**src/rtl/uart_tx_scheduler_pkg.sv**
```systemverilog
// Shared types and constants for the UART TX byte scheduler.
package uart_tx_sched_pkg;

    typedef enum logic [1:0] {
        ST_IDLE = 2'd0,
        ST_LOAD = 2'd1,
        ST_SEND = 2'd2,
        ST_WAIT = 2'd3
    } sched_state_e;

    localparam int DEFAULT_DEPTH          = 4;
    localparam int DEFAULT_TIMEOUT_CYCLES = 4096;
    localparam int NUM_LANES              = 4;
    localparam int WORD_W                 = 32;
    localparam int ENTRY_W                = WORD_W + NUM_LANES;

    // Returns 0 for an empty mask; callers test the mask for zero first.
    function automatic logic [1:0] lowest_lane(input logic [NUM_LANES-1:0] strb);
        logic [1:0] lane;
        lane = 2'd0;
        for (int i = NUM_LANES - 1; i >= 0; i--) begin
            if (strb[i]) lane = 2'(i);
        end
        return lane;
    endfunction

endpackage

```
**src/rtl/uart_tx_scheduler_if.sv**
```systemverilog
// Write-side and TX-core handshake bundle of the UART TX scheduler.
interface uart_tx_scheduler_if;
    import uart_tx_sched_pkg::*;

    logic                 wr_valid;
    logic [WORD_W-1:0]    wr_data;
    logic [NUM_LANES-1:0] wr_strb;
    logic                 wr_ready;
    logic                 tx_start;
    logic [7:0]           tx_byte;
    logic                 tx_done;

    modport master (
        output wr_valid, wr_data, wr_strb, tx_done,
        input  wr_ready, tx_start, tx_byte
    );

    modport slave (
        input  wr_valid, wr_data, wr_strb, tx_done,
        output wr_ready, tx_start, tx_byte
    );

endinterface

```
**src/rtl/uart_tx_scheduler_sync_word_fifo.sv**
```systemverilog
// Single-clock word FIFO; push is ignored when full, pop ignored when empty.
module sync_word_fifo #(
    parameter int WIDTH = 36,
    parameter int DEPTH = 4
) (
    input  logic                     clk,
    input  logic                     rst,
    input  logic                     push_i,
    input  logic                     pop_i,
    input  logic [WIDTH-1:0]         wdata_i,
    output logic [WIDTH-1:0]         rdata_o,
    output logic                     full_o,
    output logic                     empty_o,
    output logic [$clog2(DEPTH):0]   level_o
);

    localparam int AW = $clog2(DEPTH);
    localparam logic [AW:0] FULL_LVL = (AW + 1)'(DEPTH);

    logic [WIDTH-1:0] mem_q [DEPTH];
    logic [AW-1:0]    wr_ptr_q;
    logic [AW-1:0]    rd_ptr_q;
    logic [AW:0]      level_q;
    logic             do_push;
    logic             do_pop;

    assign full_o  = (level_q == FULL_LVL);
    assign empty_o = (level_q == '0);
    assign level_o = level_q;
    assign rdata_o = mem_q[rd_ptr_q];

    assign do_push = push_i && !full_o;
    assign do_pop  = pop_i && !empty_o;

    always_ff @(posedge clk or posedge rst) begin
        if (rst) begin
            wr_ptr_q <= '0;
            rd_ptr_q <= '0;
            level_q  <= '0;
        end else begin
            if (do_push) wr_ptr_q <= wr_ptr_q + 1'b1;
            if (do_pop)  rd_ptr_q <= rd_ptr_q + 1'b1;
            if (do_push && !do_pop) begin
                level_q <= level_q + 1'b1;
            end else if (do_pop && !do_push) begin
                level_q <= level_q - 1'b1;
            end
        end
    end

    always_ff @(posedge clk) begin
        if (do_push) mem_q[wr_ptr_q] <= wdata_i;
    end

endmodule

```
**src/rtl/uart_tx_scheduler.sv**
```systemverilog
// Buffers strobed 32-bit words and feeds enabled byte lanes, lane 0 first, to the UART TX core.
// Define UART_TX_SCHED_TIMEOUT_EN to abort a byte whose tx_done never arrives and raise a sticky err.
module uart_tx_scheduler
    import uart_tx_sched_pkg::*;
#(
    parameter int DEPTH          = DEFAULT_DEPTH,
    parameter int ADDR_W         = $clog2(DEPTH),
    parameter int TIMEOUT_CYCLES = DEFAULT_TIMEOUT_CYCLES
) (
    input  logic               clk,
    input  logic               rst,
    uart_tx_scheduler_if.slave bus,
    output logic [ADDR_W:0]    fifo_level_o,
    output logic               idle_o,
    output logic               err_o
);

    sched_state_e         state_q, state_d;
    logic [WORD_W-1:0]    data_q, data_d;
    logic [NUM_LANES-1:0] strb_q, strb_d;
    logic [7:0]           tx_byte_q, tx_byte_d;

    logic                 fifo_pop;
    logic                 fifo_full;
    logic                 fifo_empty;
    logic [ENTRY_W-1:0]   fifo_rdata;

    logic [1:0]           lane;
    logic [7:0]           lane_byte;
    logic                 tx_start;

`ifdef UART_TX_SCHED_TIMEOUT_EN
    localparam int CNT_W = (TIMEOUT_CYCLES > 2) ? $clog2(TIMEOUT_CYCLES) : 1;
    localparam logic [CNT_W-1:0] CNT_LAST = CNT_W'(TIMEOUT_CYCLES - 1);

    logic [CNT_W-1:0] cnt_q, cnt_d;
    logic             err_q, err_d;
`endif

    sync_word_fifo #(
        .WIDTH (ENTRY_W),
        .DEPTH (DEPTH)
    ) u_fifo (
        .clk     (clk),
        .rst     (rst),
        .push_i  (bus.wr_valid),
        .pop_i   (fifo_pop),
        .wdata_i ({bus.wr_strb, bus.wr_data}),
        .rdata_o (fifo_rdata),
        .full_o  (fifo_full),
        .empty_o (fifo_empty),
        .level_o (fifo_level_o)
    );

    assign lane      = lowest_lane(strb_q);
    assign lane_byte = data_q[{lane, 3'b000} +: 8];

    always_comb begin
        state_d   = state_q;
        data_d    = data_q;
        strb_d    = strb_q;
        tx_byte_d = tx_byte_q;
        fifo_pop  = 1'b0;
        tx_start  = 1'b0;
`ifdef UART_TX_SCHED_TIMEOUT_EN
        cnt_d     = cnt_q;
        err_d     = err_q;
`endif
        unique case (state_q)
            ST_IDLE: begin
                if (!fifo_empty) begin
                    fifo_pop = 1'b1;
                    data_d   = fifo_rdata[WORD_W-1:0];
                    strb_d   = fifo_rdata[ENTRY_W-1:WORD_W];
                    state_d  = ST_LOAD;
                end
            end
            ST_LOAD: begin
                // An all-zero strobe word is consumed here without any TX traffic.
                if (strb_q == '0) begin
                    state_d = ST_IDLE;
                end else begin
                    tx_start  = 1'b1;
                    tx_byte_d = lane_byte;
                    strb_d    = strb_q & ~(4'b0001 << lane);
                    state_d   = ST_WAIT;
`ifdef UART_TX_SCHED_TIMEOUT_EN
                    cnt_d     = '0;
`endif
                end
            end
            ST_WAIT: begin
                if (bus.tx_done) begin
                    state_d = ST_SEND;
`ifdef UART_TX_SCHED_TIMEOUT_EN
                end else if (cnt_q == CNT_LAST) begin
                    err_d   = 1'b1;
                    strb_d  = '0;
                    state_d = ST_IDLE;
                end else begin
                    cnt_d = cnt_q + 1'b1;
`endif
                end
            end
            ST_SEND: begin
                state_d = (strb_q != '0) ? ST_LOAD : ST_IDLE;
            end
            default: state_d = ST_IDLE;
        endcase
    end

    always_ff @(posedge clk or posedge rst) begin
        if (rst) begin
            state_q   <= ST_IDLE;
            data_q    <= '0;
            strb_q    <= '0;
            tx_byte_q <= '0;
        end else begin
            state_q   <= state_d;
            data_q    <= data_d;
            strb_q    <= strb_d;
            tx_byte_q <= tx_byte_d;
        end
    end

`ifdef UART_TX_SCHED_TIMEOUT_EN
    always_ff @(posedge clk or posedge rst) begin
        if (rst) begin
            cnt_q <= '0;
            err_q <= 1'b0;
        end else begin
            cnt_q <= cnt_d;
            err_q <= err_d;
        end
    end

    assign err_o = err_q;
`else
    assign err_o = 1'b0;
`endif

    // The lane is shown combinationally during LOAD so the byte is valid alongside tx_start.
    assign bus.tx_byte  = tx_start ? lane_byte : tx_byte_q;
    assign bus.tx_start = tx_start;
    assign bus.wr_ready = !fifo_full;
    assign idle_o       = (fifo_level_o == '0) && (state_q == ST_IDLE);

endmodule

```
**src/flat_wrapper.sv**
```systemverilog
// flat-port wrapper written by rule: the top's interface ports become plain ports
module uart_tx_scheduler_flat import uart_tx_sched_pkg::*;
#(
    parameter int DEPTH          = DEFAULT_DEPTH,
    parameter int ADDR_W         = $clog2(DEPTH),
    parameter int TIMEOUT_CYCLES = DEFAULT_TIMEOUT_CYCLES
)
  (clk, rst, fifo_level_o, idle_o, err_o, bus_wr_valid, bus_wr_data, bus_wr_strb, bus_tx_done, bus_wr_ready, bus_tx_start, bus_tx_byte);
  uart_tx_scheduler_if bus_i ();
  input  logic clk;
  input  logic rst;
  output logic [ADDR_W:0] fifo_level_o;
  output logic idle_o;
  output logic err_o;
  input wire logic [$bits(bus_i.wr_valid)-1:0] bus_wr_valid;
  input wire logic [$bits(bus_i.wr_data)-1:0] bus_wr_data;
  input wire logic [$bits(bus_i.wr_strb)-1:0] bus_wr_strb;
  input wire logic [$bits(bus_i.tx_done)-1:0] bus_tx_done;
  output wire logic [$bits(bus_i.wr_ready)-1:0] bus_wr_ready;
  output wire logic [$bits(bus_i.tx_start)-1:0] bus_tx_start;
  output wire logic [$bits(bus_i.tx_byte)-1:0] bus_tx_byte;
  assign bus_i.wr_valid = bus_wr_valid;
  assign bus_i.wr_data = bus_wr_data;
  assign bus_i.wr_strb = bus_wr_strb;
  assign bus_i.tx_done = bus_tx_done;
  assign bus_wr_ready = bus_i.wr_ready;
  assign bus_tx_start = bus_i.tx_start;
  assign bus_tx_byte = bus_i.tx_byte;
  uart_tx_scheduler #(.DEPTH(DEPTH), .ADDR_W(ADDR_W), .TIMEOUT_CYCLES(TIMEOUT_CYCLES)) u_core (.clk(clk), .rst(rst), .bus(bus_i), .fifo_level_o(fifo_level_o), .idle_o(idle_o), .err_o(err_o));
endmodule
```
**config.mk**
```make
export PLATFORM = sky130hd
export DESIGN_NAME = uart_tx_scheduler_flat
export DESIGN_NICKNAME = d
export VERILOG_FILES = /design/src/rtl/uart_tx_scheduler_pkg.sv /design/src/rtl/uart_tx_scheduler_if.sv /design/src/rtl/uart_tx_scheduler_sync_word_fifo.sv /design/src/rtl/uart_tx_scheduler.sv /design/src/flat_wrapper.sv
export SDC_FILE = /design/constraint.sdc
export NUM_CORES = 1
export LEC_CHECK = 0
export BUFFER_PORTS_ARGS = -buffer_cell sky130_fd_sc_hd__buf_2
export CAP_MARGIN = 20
export CORE_MARGIN = 2
export CORE_UTILIZATION = 30
export DETAILED_ROUTE_END_ITERATION = 12
export GPL_ROUTABILITY_DRIVEN = 1
export PLACE_DENSITY = 0.55
export SYNTH_ARGS = -nofsm -noshare
export SYNTH_HDL_FRONTEND = slang
export SYNTH_SLANG_ARGS = --single-unit
```
**constraint.sdc**
```tcl
create_clock -name clk -period 3.3 [get_ports clk]
set_input_delay 0.495 -clock clk [delete_from_list [all_inputs] [get_ports clk]]
set_output_delay 0.495 -clock clk [all_outputs]
set_load 0.05 [all_outputs]
```
==> reports/metrics.csv, run 1 <==
stage,metric,value,unit
status,status,finished clean,
drt,wirelength,15200,um
setup_path,r2r_start,u_core.u_fifo.level_o[1],
sta,relSlewSlack,0.553,
sta,fmax,335,MHz
global_route,grt_pass1_wl,23900,um
placed_design,gp_congestion,0.780,
logic_synthesis,async_flop_share,0.269,
setup_path,start_kind,flip-flop,
clock_tree,cts-hold-fix-buffers,0,
floorplanning,pin_count,55,
logic_synthesis,synth-seq-area-share,0.734,
drt,vias,3967,
global_route,grt.total_usage,0.120,
setup_path,path_buf_inv,1,
sta,setup_ws,0.311,ns
logic_synthesis,synth_top_area_frac,0.561,
logic_synthesis,synth_edf_count,144,
clock_tree,root_buffer,clkbuf_16,
sta,clock_skew,0.00650,ns
worst_hold_path,hp-class,input pin to asynchronous set/reset pin,
global_route,grt_pass1_vias,4295,
sta,finalCritPeriodShare,0.906,
clock_tree,cts_max_level,4,
logic_synthesis,netlist_instances,459,
floorplanning,die_w,164,um
logic_synthesis,yosys-top-cells-area,"edfxtp_1, dfrtp_1, mux4_2",
clock_tree,cts_buffer_depth,2,
finish,area_growth,16.9,%
sta,finalHoldViolations,0,
power,leakage,3.32,nW
power,p_per_area,1000,nW/um^2
global_route,antenna_found_initial,0,
logic_synthesis,ys_warn_count,0,
clock_tree,clk_latency,0.43,ns
sta,worstMarginPinSlew,0.670,ns
floorplanning,core,25200,sq um
clock_tree,cts_sinks,197,
finish,nets,562,
setup_path,max_stage_delay,0.65,ns
logic_synthesis,postSynthAreaPerCell,16.8,sq um
drt,routedWlPerCell,17.7,um
logic_synthesis,synth_nets,505,
drt,wl_met2,7850,um
sta,rsz0062_at_grt,false,
logic_synthesis,ys_seq_elements,197,
setup_path,reg2reg_to,u_core.u_fifo.level_o[2],
placed_design,portBuffers,53,
finish,antenna_cells,0,
finish,fillers,2348,
drt,met3_length,557,um
drt,drcViolationCount,0,
finish,drive_above_1_share,0.259,
setup_path,reg2reg_depth,9,
logic_synthesis,ys_types,38,
flow_run,drv_cap,0,
logic_synthesis,yosysTopAreaCell,edfxtp_1,
logic_synthesis,synth_area,7700,sq um
setup_path,cp.arrival,2.49,ns
setup_path,critPathSlowestCell,or4_4,
setup_path,crit_path_max_fanout,24,
logic_synthesis,yosysMostFrequentCell,edfxtp_1,
drt,wirelength_met1,6680,um
sta,setup_viol,0,
setup_path,r2r_setup_slack,1.12,ns
power,vdd_ir_drop_max,0.379,mV
setup_path,worstSetupEndpointType,output port,
floorplanning,start_util,0.306,
drt,initialDrtViolationCount,303,
clock_tree,cts_resized,0,
placed_design,placed_cells,827,
drt,top_layer,met4,
clock_tree,cts_made_buffers,17,
sta,min_period,2.99,ns
drt,dr.pass1.iters,6,
logic_synthesis,ys_top_cells_by_count,"edfxtp_1, nand2_1, dfrtp_1, mux4_2, nor2b_1",
placed_design,hpwl,9620,um
power,report.power.total,9.05,mW
floorplanning,dieHeight,164,um
clock_tree,cts_setup_buffers,0,
drt,ant_nets,0,
floorplanning,die_area,27000,sq um
clock_tree,cts_tree,built,
logic_synthesis,ys.flop_type,edfxtp_1,
sta,tns,0,ns
placed_design,preCtsSetupSlack,0.750,ns
clock_tree,clk_pin_slew,0.07,ns
sta,slew_viol_final,0,
setup_path,cp_cell_sequence,or4_4 -> and2_4 -> o221ai_1 -> o21a_1 -> buf_2,
global_route,grt_max_degree,41,
floorplanning,row_count,58,
setup_path,cp_top_family,simple AND/OR/NAND/NOR gates,
setup_path,cp.required,2.80,ns
drt,via_per_inst,4.62,
global_route,grt-ovfl-total,0,
finish,finalNonFillerCells,859,
setup_path,crit_type,flip-flop to output port,
[sequential cells by signal, summed over array words and instances, names as in the netlist]
register / flops
u_core.data_q: 32
u_core.state_q: 2
u_core.strb_q: 4
u_core.tx_byte_q: 8
u_core.u_fifo.level_o: 3
u_core.u_fifo.mem_q: 144
u_core.u_fifo.rd_ptr_q: 2
u_core.u_fifo.wr_ptr_q: 2
[cell usage in the layout (no fill, tap or decap), types with 3 or more instances in the layout]
cell type,count
inv_1,4
nand2_1,103
ha_1,5
edfxtp_1,144
buf_4,9
o21a_1,9
a21oi_1,6
o21ai_1,3
nor2_1,4
nor2b_1,17
bufinv_16,5
o221ai_1,8
xnor2_1,4
mux2i_1,3
inv_6,3
and3_1,4
mux4_2,36
dfrtp_1,52
clkinvlp_4,4
clkbuf_16,17
inv_8,3
buf_2,53
a221oi_1,8
[stage by stage]
stage	hold slack [ns]	area [sq um]	util
after global routing	0.210	9000	0.357
after CTS	0.163	9000	0.357
final	0.154	9000	0.357
after floorplan	0.438	7700	-
after detailed placement	0.468	8340	0.331
after global placement	0.477	8340	0.331
[area by class of cell]
class,count,area (sq um),share of cell area
Clock buffer,17,425,0.0473
Clock inverter,15,240,0.0267
Inverter,6,22.5,0.00250
Multi-Input combinational cell,231,1900,0.211
Sequential cell,197,5650,0.628
Tap cell,330,413,0.0459
Timing Repair Buffer,63,353,0.0392
[worst max path at each step]
stage	from	depth (start not counted)	to	slack [ns]
6_report	u_core.strb_q[0]	5	bus_tx_byte[3]	0.31
3_3_place_gp	u_core.strb_q[0]	5	bus_tx_byte[3]	0.80
4_1_cts	u_core.strb_q[0]	5	bus_tx_byte[3]	0.28
5_1_grt	u_core.strb_q[0]	5	bus_tx_byte[3]	0.14
3_5_place_dp	u_core.strb_q[0]	5	bus_tx_byte[3]	0.75
2_1_floorplan	u_core.u_fifo.level_o[1]	11	u_core.u_fifo.level_o[2]	0.62
[worst reg2reg max path, stage by stage (launching register included)]
cell and delay (ns):
dfrtp_1 0.43, or3_1 0.41, and2_1 0.17, inv_2 0.06
ha_1 0.16, inv_1 0.06, fa_1 0.37, xor2_1 0.17
nor2_1 0.12, xor2_1 0.15
[report_power, final]
part | internal, mW | switching (mW)
registers | 3.40 | 0.394
logic | 1.13 | 1.83
clock network | 1.37 | 0.929
[per-layer routing]
metal,vias to the layer above,GRT usage
li1,1829,-
met1,2067,0.151
met2,60,0.204
met3,11,0.0338
met4,0,0.0331
met5,-,0
[logic make-up (layout without fill, tap and decap cells)]
logic type      count (synthesis)  after routing  synth area share
fa+ha+maj                       6              6            0.0107
buf+inv                        31            101            0.0201
simple gates                  138            138            0.0786
mux                            41             41             0.112
compound gates                 39             39            0.0374
xor+xnor                        6              6           0.00682
other cells                     1              1          0.000487
flops                         197            197             0.734
Note: power is estimated with default switching activity, not from simulation.
==> inputs of run 2 (changes only) <==
==> constraint.sdc (replaced) <==
create_clock -name clk -period 3.3 [get_ports clk]
set_input_delay 0.165 -clock clk [delete_from_list [all_inputs] [get_ports clk]]
set_output_delay 0.165 -clock clk [all_outputs]
set_load 0.05 [all_outputs]
==> run 2 against run 1 <==
Effect of this change: hold slack worse by 0.092 ns; highest routed layer unchanged; fmax up 12%; design area up 2.5%; largest power group unchanged; critical endpoint unchanged; wire length rose by 0.14%; global-route usage barely moved; clock power decreased by 20%.
==> reports/metrics.csv, run 2 (synthesized netlist as in run 1, its figures left out) <==
stage,metric,value,unit,change
sta,slew_viol_final,0,,unchanged
drt,dr.pass1.iters,4,,-2
finish,nets,599,,+6.6%
finish,mostFrequentLayoutCells,"edfxtp_1, nand2_1, buf_2, dfrtp_1, dlygate4sd3_1",,
global_route,grt_pass1_vias,4363,,+1.6%
power,vdd_ir_drop_max,0.438,mV,+16%
global_route,grt_pass1_wl,24200,um,+1.2%
placed_design,portBuffers,53,,unchanged
sta,setup_viol,0,,unchanged
setup_path,r2r_setup_slack,1.08,ns,-0.04 ns
floorplanning,core,25200,sq um,unchanged
drt,wirelength,15300,um,+0.14%
finish,drive_above_1_share,0.230,,-0.0293
global_route,grt_max_degree,41,,unchanged
setup_path,cp.arrival,2.50,ns,about the same
finish,fin_util,0.366,,+0.00879
floorplanning,dieHeight,164,um,unchanged
drt,drcViolationCount,0,,unchanged
clock_tree,cts_buffer_depth,2,,unchanged
drt,vias,4076,,+2.7%
finish,regMostFlops,u_core.u_fifo.mem_q,,
drt,initialDrtViolationCount,216,,-29%
worst_hold_path,hp-class,input pin to flip-flop,,
placed_design,gp_congestion,0.732,,-6.2%
placed_design,hpwl,9560,um,-0.68%
drt,routedWlPerCell,17.0,um,-4.0%
flow_run,drv_cap,0,,unchanged
sta,clock_skew,0.00691,ns,+0.000410 ns
global_route,grt-ovfl-total,0,,unchanged
sta,finalCritPeriodShare,0.809,,-0.0972
setup_path,reg2reg_to,u_core.u_fifo.level_o[2],,
clock_tree,clk_pin_slew,0.07,ns,about the same
sta,finalHoldViolations,0,,unchanged
sta,relSlewSlack,0.437,,-0.115
placed_design,preCtsSetupSlack,1.08,ns,+0.331 ns
setup_path,crit_path_max_fanout,24,,unchanged
power,leakage,3.41,nW,+2.7%
floorplanning,row_count,58,,unchanged
setup_path,critPathSlowestCell,or4_4,,
status,status,finished clean,,
setup_path,reg2reg_depth,9,,unchanged
sta,setup_ws,0.632,ns,+0.321 ns
sta,whs,0.0620,ns,-0.0920 ns
setup_path,crit_start,u_core.strb_q[0],,
setup_path,crit_type,flip-flop to output port,,
sta,tns,0,ns,unchanged
finish,reg.largest.list,"u_core.u_fifo.mem_q x144, u_core.data_q x32, u_core.tx_byte_q x8",,
floorplanning,start_util,0.306,,unchanged
sta,worstMarginPinSlew,0.843,ns,+0.173 ns
clock_tree,cts_made_buffers,17,,unchanged
clock_tree,cts_resized,0,,unchanged
sta,fmax,375,MHz,+12%
setup_path,r2r_start,u_core.u_fifo.level_o[1],,
setup_path,cp-endpoint,bus_tx_byte[3],,
setup_path,worstSetupEndpointType,output port,,
floorplanning,pin_count,55,,unchanged
global_route,grt.total_usage,0.121,,+0.000236
finish,final_common_cell,edfxtp_1,,
clock_tree,cts_max_level,4,,unchanged
clock_tree,cts_tree,built,,
drt,ant_nets,0,,unchanged
clock_tree,root_buffer,clkbuf_16,,
power,p_per_area,935,nW/um^2,-7.0%
sta,min_period,2.67,ns,-0.321 ns
setup_path,cp.required,3.13,ns,+0.33 ns
finish,area_growth,19.8,%,
floorplanning,die_area,27000,sq um,unchanged
finish,antenna_cells,0,,unchanged
finish,largest_reg_flops,144,,unchanged
global_route,antenna_found_initial,0,,unchanged
setup_path,start_kind,flip-flop,,
setup_path,max_stage_delay,0.64,ns,about the same
sta,rsz0062_at_grt,false,,
clock_tree,cts_sinks,197,,unchanged
drt,via_per_inst,4.55,,-1.5%
floorplanning,die_w,164,um,unchanged
setup_path,cp_cell_sequence,or4_4 -> and2_4 -> o221ai_1 -> o21a_1 -> buf_2,,
clock_tree,clk_latency,0.43,ns,about the same
[run 2: report_power, final]
group | internal (mW) | switching [mW] | leakage (nW)
Sequential | 3.40 | 0.397 | 1.96
Clock | 0.958 | 0.867 | 0.249
Combinational | 1.16 | 1.83 | 1.21
Total | 5.52 | 3.10 | 3.41
[run 2: layout make-up]
class | count | area, sq um
Multi-Input combinational cell | 231 | 1900
Inverter | 6 | 22.5
Timing Repair Buffer | 100 | 723
Sequential cell | 197 | 5650
Clock buffer | 19 | 433
Fill cell | 2390 | 16000
Tap cell | 330 | 413
Clock inverter | 13 | 83.8
[run 2: worst min-delay path by stage]
stage	to	slack, ns	startpoint	cells past startpoint
after CTS	u_core.state_q[0]	0.05	bus_tx_done	4
final	u_core.state_q[0]	0.06	bus_tx_done	4
after global routing	u_core.state_q[0]	0.07	bus_tx_done	4
after detailed placement	u_core.u_fifo.mem_q[3][16]	0.38	bus_wr_data[16]	1
after floorplan	u_core.u_fifo.mem_q[0][0]	0.26	bus_wr_data[0]	0
after global placement	u_core.u_fifo.level_o[2]	0.38	rst	2
[run 2: per-layer routing]
layer / wire (um) / up-vias / share of wire / GRT usage
li1: - / 1903 / - / -
met2: 7650 / 66 / 0.50 / 0.202
met4: 178 / 0 / 0.012 / 0.0343
met5: 0 / - / 0 / 0
met3: 562 / 17 / 0.037 / 0.0331
met1: 6870 / 2090 / 0.45 / 0.154
[run 2: repair_timing]
action / CTS / global route
buffers inserted: 0 / 0
hold endpoints to repair: 181 / 0
hold buffers: 37 / 0
[run 2: worst max-delay path: cells and delay by family, from the launching register on]
family	cells	cell delay (ns)
compound gates	2	0.31
flops	1	0.62
simple gates	2	0.87
buf+inv	1	0.28
[run 2: metrics by stage]
| step | cell area, sq um | power, mW | instances |
|---|---|---|---|
| 2_1_floorplan | 7700 | 6.02 | 459 |
| 3_3_place_gp | 8340 | 6.80 | 827 |
| 3_5_place_dp | 8340 | 6.89 | 827 |
| 4_1_cts | 9220 | 8.76 | 896 |
| 5_1_grt | 9220 | 9.14 | 896 |
| 6_report | 9220 | 8.62 | 896 |
==> inputs of run 3 (changes only) <==
--- a/config.mk
+++ b/config.mk
@@ -5,6 +5,7 @@
 export SDC_FILE = /design/constraint.sdc
 export NUM_CORES = 1
 export LEC_CHECK = 0
+export ABC_AREA = 1
 export BUFFER_PORTS_ARGS = -buffer_cell sky130_fd_sc_hd__buf_2
 export CAP_MARGIN = 20
 export CORE_MARGIN = 2
==> constraint.sdc (replaced) <==
create_clock -name clk -period 2.7 [get_ports clk]
set_input_delay 0.135 -clock clk [delete_from_list [all_inputs] [get_ports clk]]
set_output_delay 0.135 -clock clk [all_outputs]
set_load 0.05 [all_outputs]
==> run 3 against run 2 <==
Effect of this change: synthesized cell count is 49% higher; clock power is 36% higher; sequential power increased by 17%; wire length grew 8.5%; global-route usage grew 0.40 points; first-iteration DRC count up 40%; non-clock buffer count rose by 2; hold slack improved by 0.23 ns; worst setup slack got worse by 0.33 ns; highest routed layer unchanged.
==> reports/metrics.csv, run 3 <==
stage,metric,value,unit,change
power,vdd_ir_drop_max,0.764,mV,+74%
sta,rsz0062_at_grt,false,,
finish,drive_above_1_share,0.145,,-0.0852
setup_path,cp.required,2.57,ns,-0.56 ns
global_route,grt.total_usage,0.125,,+0.00404
global_route,grt-ovfl-total,0,,unchanged
setup_path,crit_path_max_fanout,19,,-21%
logic_synthesis,synth_edf_count,144,,unchanged
logic_synthesis,synth-seq-area-share,0.716,,-0.0177
placed_design,hpwl,9950,um,+4.1%
logic_synthesis,ys_top_cells_by_count,"edfxtp_1, nor2_1, nand2_1, o21ai_0, dfrtp_1",,
global_route,grt_pass1_wl,26900,um,+11%
floorplanning,row_count,59,,+1.7%
flow_run,drv_cap,0,,unchanged
floorplanning,start_util,0.305,,-0.00127
setup_path,cp_cell_sequence,nor2_4 -> nand2_2 -> nand2_2 -> nor2_1 -> a21oi_1 -> buf_2,,
setup_path,crit_type,flip-flop to output port,,
status,status,finished clean,,
finish,regMostFlops,u_core.u_fifo.mem_q,,
sta,worstMarginPinSlew,0.776,ns,-0.0664 ns
finish,fin_util,0.368,,+0.00157
clock_tree,root_buffer,clkbuf_16,,
logic_synthesis,yosysMostFrequentCell,edfxtp_1,,
sta,relSlewSlack,0.483,,+0.0451
logic_synthesis,yosysTopAreaCell,edfxtp_1,,
setup_path,cp.arrival,2.26,ns,-0.24 ns
clock_tree,cts_buffer_depth,2,,unchanged
logic_synthesis,ys_warn_count,0,,unchanged
floorplanning,pin_count,55,,unchanged
drt,ant_nets,0,,unchanged
setup_path,r2r_start,u_core.u_fifo.level_o[0],,
logic_synthesis,ys.flop_type,edfxtp_1,,
sta,finalHoldViolations,0,,unchanged
sta,tns,0,ns,unchanged
power,leakage,3.65,nW,+6.8%
logic_synthesis,synth_top_area_frac,0.548,,-0.0135
setup_path,reg2reg_depth,11,,+2
sta,setup_viol,0,,unchanged
clock_tree,cts_sinks,197,,unchanged
finish,final_common_cell,edfxtp_1,,
drt,initialDrtViolationCount,302,,+40%
drt,via_per_inst,4.50,,-0.97%
drt,drcViolationCount,0,,unchanged
finish,mostFrequentLayoutCells,"edfxtp_1, nor2_1, nand2_1, o21ai_0, buf_2",,
setup_path,worst_path_most_repeated_cell,nand2_2,,
logic_synthesis,async_flop_share,0.269,,unchanged
logic_synthesis,netlist_instances,683,,+49%
sta,fmax,417,MHz,
global_route,grt_max_degree,74,,+80%
logic_synthesis,synth_nets,729,,+44%
clock_tree,clk_pin_slew,0.07,ns,about the same
placed_design,gp_congestion,0.772,,+5.5%
global_route,antenna_found_initial,0,,unchanged
sta,min_period,2.40,ns,
power,p_per_area,1170,nW/um^2,+25%
drt,wirelength,16600,um,+8.5%
drt,routedWlPerCell,14.8,um,-13%
finish,reg.largest.list,"u_core.u_fifo.mem_q x144, u_core.data_q x32, u_core.tx_byte_q x8",,
floorplanning,die_area,27600,sq um,+2.4%
drt,vias,5032,,+23%
setup_path,critPathSlowestCell,dfrtp_1,,
finish,fillers,2531,,+5.9%
logic_synthesis,ys_types,28,,-26%
placed_design,portBuffers,53,,unchanged
setup_path,r2r_setup_slack,0.59,ns,-0.49 ns
floorplanning,die_w,166,um,+1.2%
finish,area_growth,20.8,%,
clock_tree,cts_made_buffers,17,,unchanged
logic_synthesis,yosys-top-cells-area,"edfxtp_1, dfrtp_1, o21ai_0",,
logic_synthesis,synth_area,7890,sq um,+2.5%
sta,finalCritPeriodShare,0.888,,
global_route,grt_pass1_vias,4930,,+13%
floorplanning,core,25900,sq um,+2.9%
sta,slew_viol_final,0,,unchanged
finish,largest_reg_flops,144,,unchanged
finish,antenna_cells,0,,unchanged
setup_path,start_kind,flip-flop,,
clock_tree,clk_latency,0.43,ns,about the same
drt,dr.pass1.iters,4,,unchanged
worst_hold_path,hp-class,input pin to asynchronous set/reset pin,,
logic_synthesis,postSynthAreaPerCell,11.6,sq um,-31%
setup_path,worstSetupEndpointType,output port,,
setup_path,reg2reg_to,u_core.u_fifo.level_o[2],,
sta,clock_skew,0.00920,ns,+0.00228 ns
clock_tree,cts_setup_buffers,0,,unchanged
clock_tree,cts_tree,built,,
clock_tree,cts_max_level,4,,unchanged
floorplanning,dieHeight,166,um,+1.2%
setup_path,max_stage_delay,0.42,ns,-0.22 ns
finish,nets,815,,+36%
logic_synthesis,ys_seq_elements,197,,unchanged
## run 3: cell count changes in the layout (fill, tap and decap cells not counted), sizes merged, moves of 8 or more
| cell | change |
|---|---|
| mux4 | -36 |
| nor2 | +113 |
| o221ai | -8 |
| nand3 | +35 |
| o21ai | +101 |
| nor2b | -17 |
| a221oi | -8 |
| o21a | -9 |
| inv | +33 |
| o22ai | +21 |
## run 3: how the worst max path moves through the flow
stage	cells past startpoint	from	end	slack [ns]
after floorplan	4	u_core.u_fifo.level_o[0]	u_core.u_fifo.mem_q[0][0]	-0.26
after global placement	11	u_core.u_fifo.level_o[0]	u_core.u_fifo.level_o[2]	0.65
after detailed placement	11	u_core.u_fifo.level_o[0]	u_core.u_fifo.level_o[2]	0.59
after CTS	6	u_core.strb_q[0]	bus_tx_byte[7]	0.27
after global routing	8	u_core.strb_q[2]	bus_tx_byte[0]	0.13
final	6	u_core.strb_q[0]	bus_tx_byte[5]	0.30
## run 3: timing repair
action,in CTS,in global routing
setup endpoints to repair,0,0
hold buffers,38,0
hold endpoints to repair,198,0
gates resized for setup,0,0
## run 3: power by group
group	internal [mW]	leakage [nW]	switching, mW	total [mW]
Combinational	1.19	1.42	3.03	4.22
Clock	1.37	0.269	1.11	2.49
Sequential	4.13	1.96	0.303	4.44
## run 3: kinds of logic after synthesis
logic type,count (synthesis),share of synthesized area
compound gates,138,0.0923
xor+xnor,4,0.00444
fa+ha+maj,6,0.0105
buf+inv,73,0.0414
flops,197,0.716
other cells,1,0.000475
simple gates,264,0.135
## run 3: metal layers
layer	vias to the layer above	track usage	wire (um)
li1	2516	-	-
met1	2428	0.175	8300
met2	72	0.194	7620
met3	16	0.0265	462
met4	0	0.0401	187
met5	-	0	0
## run 3: layout make-up
class	count	area, sq um	share of cell area
timing repair buffer	102	791	0.0830
multi-input combinational	413	1940	0.204
sequential	197	5650	0.593
clock inverter	14	153	0.0160
clock buffer	18	429	0.0450
tap	335	419	0.0440
inverter	38	143	0.0150
## run 3: per-stage QoR
step	instance area, sq um	power (mW)	worst slack, ns	hold WS, ns	std cells
global placement	8570	8.70	0.652	0.209	1047
global route	9530	11.9	0.131	0.329	1117
finish	9530	11.1	0.303	0.290	1117
floorplan	7900	7.53	-0.260	0.234	683
detailed placement	8570	8.74	0.591	0.208	1047
CTS	9530	11.3	0.267	0.294	1117
## run 3: critical path: cells and delay by family (launching register included)
family / cells / cell delay, ns
buf+inv: 1 / 0.33
compound gates: 1 / 0.31
flops: 1 / 0.42
simple gates: 4 / 0.77
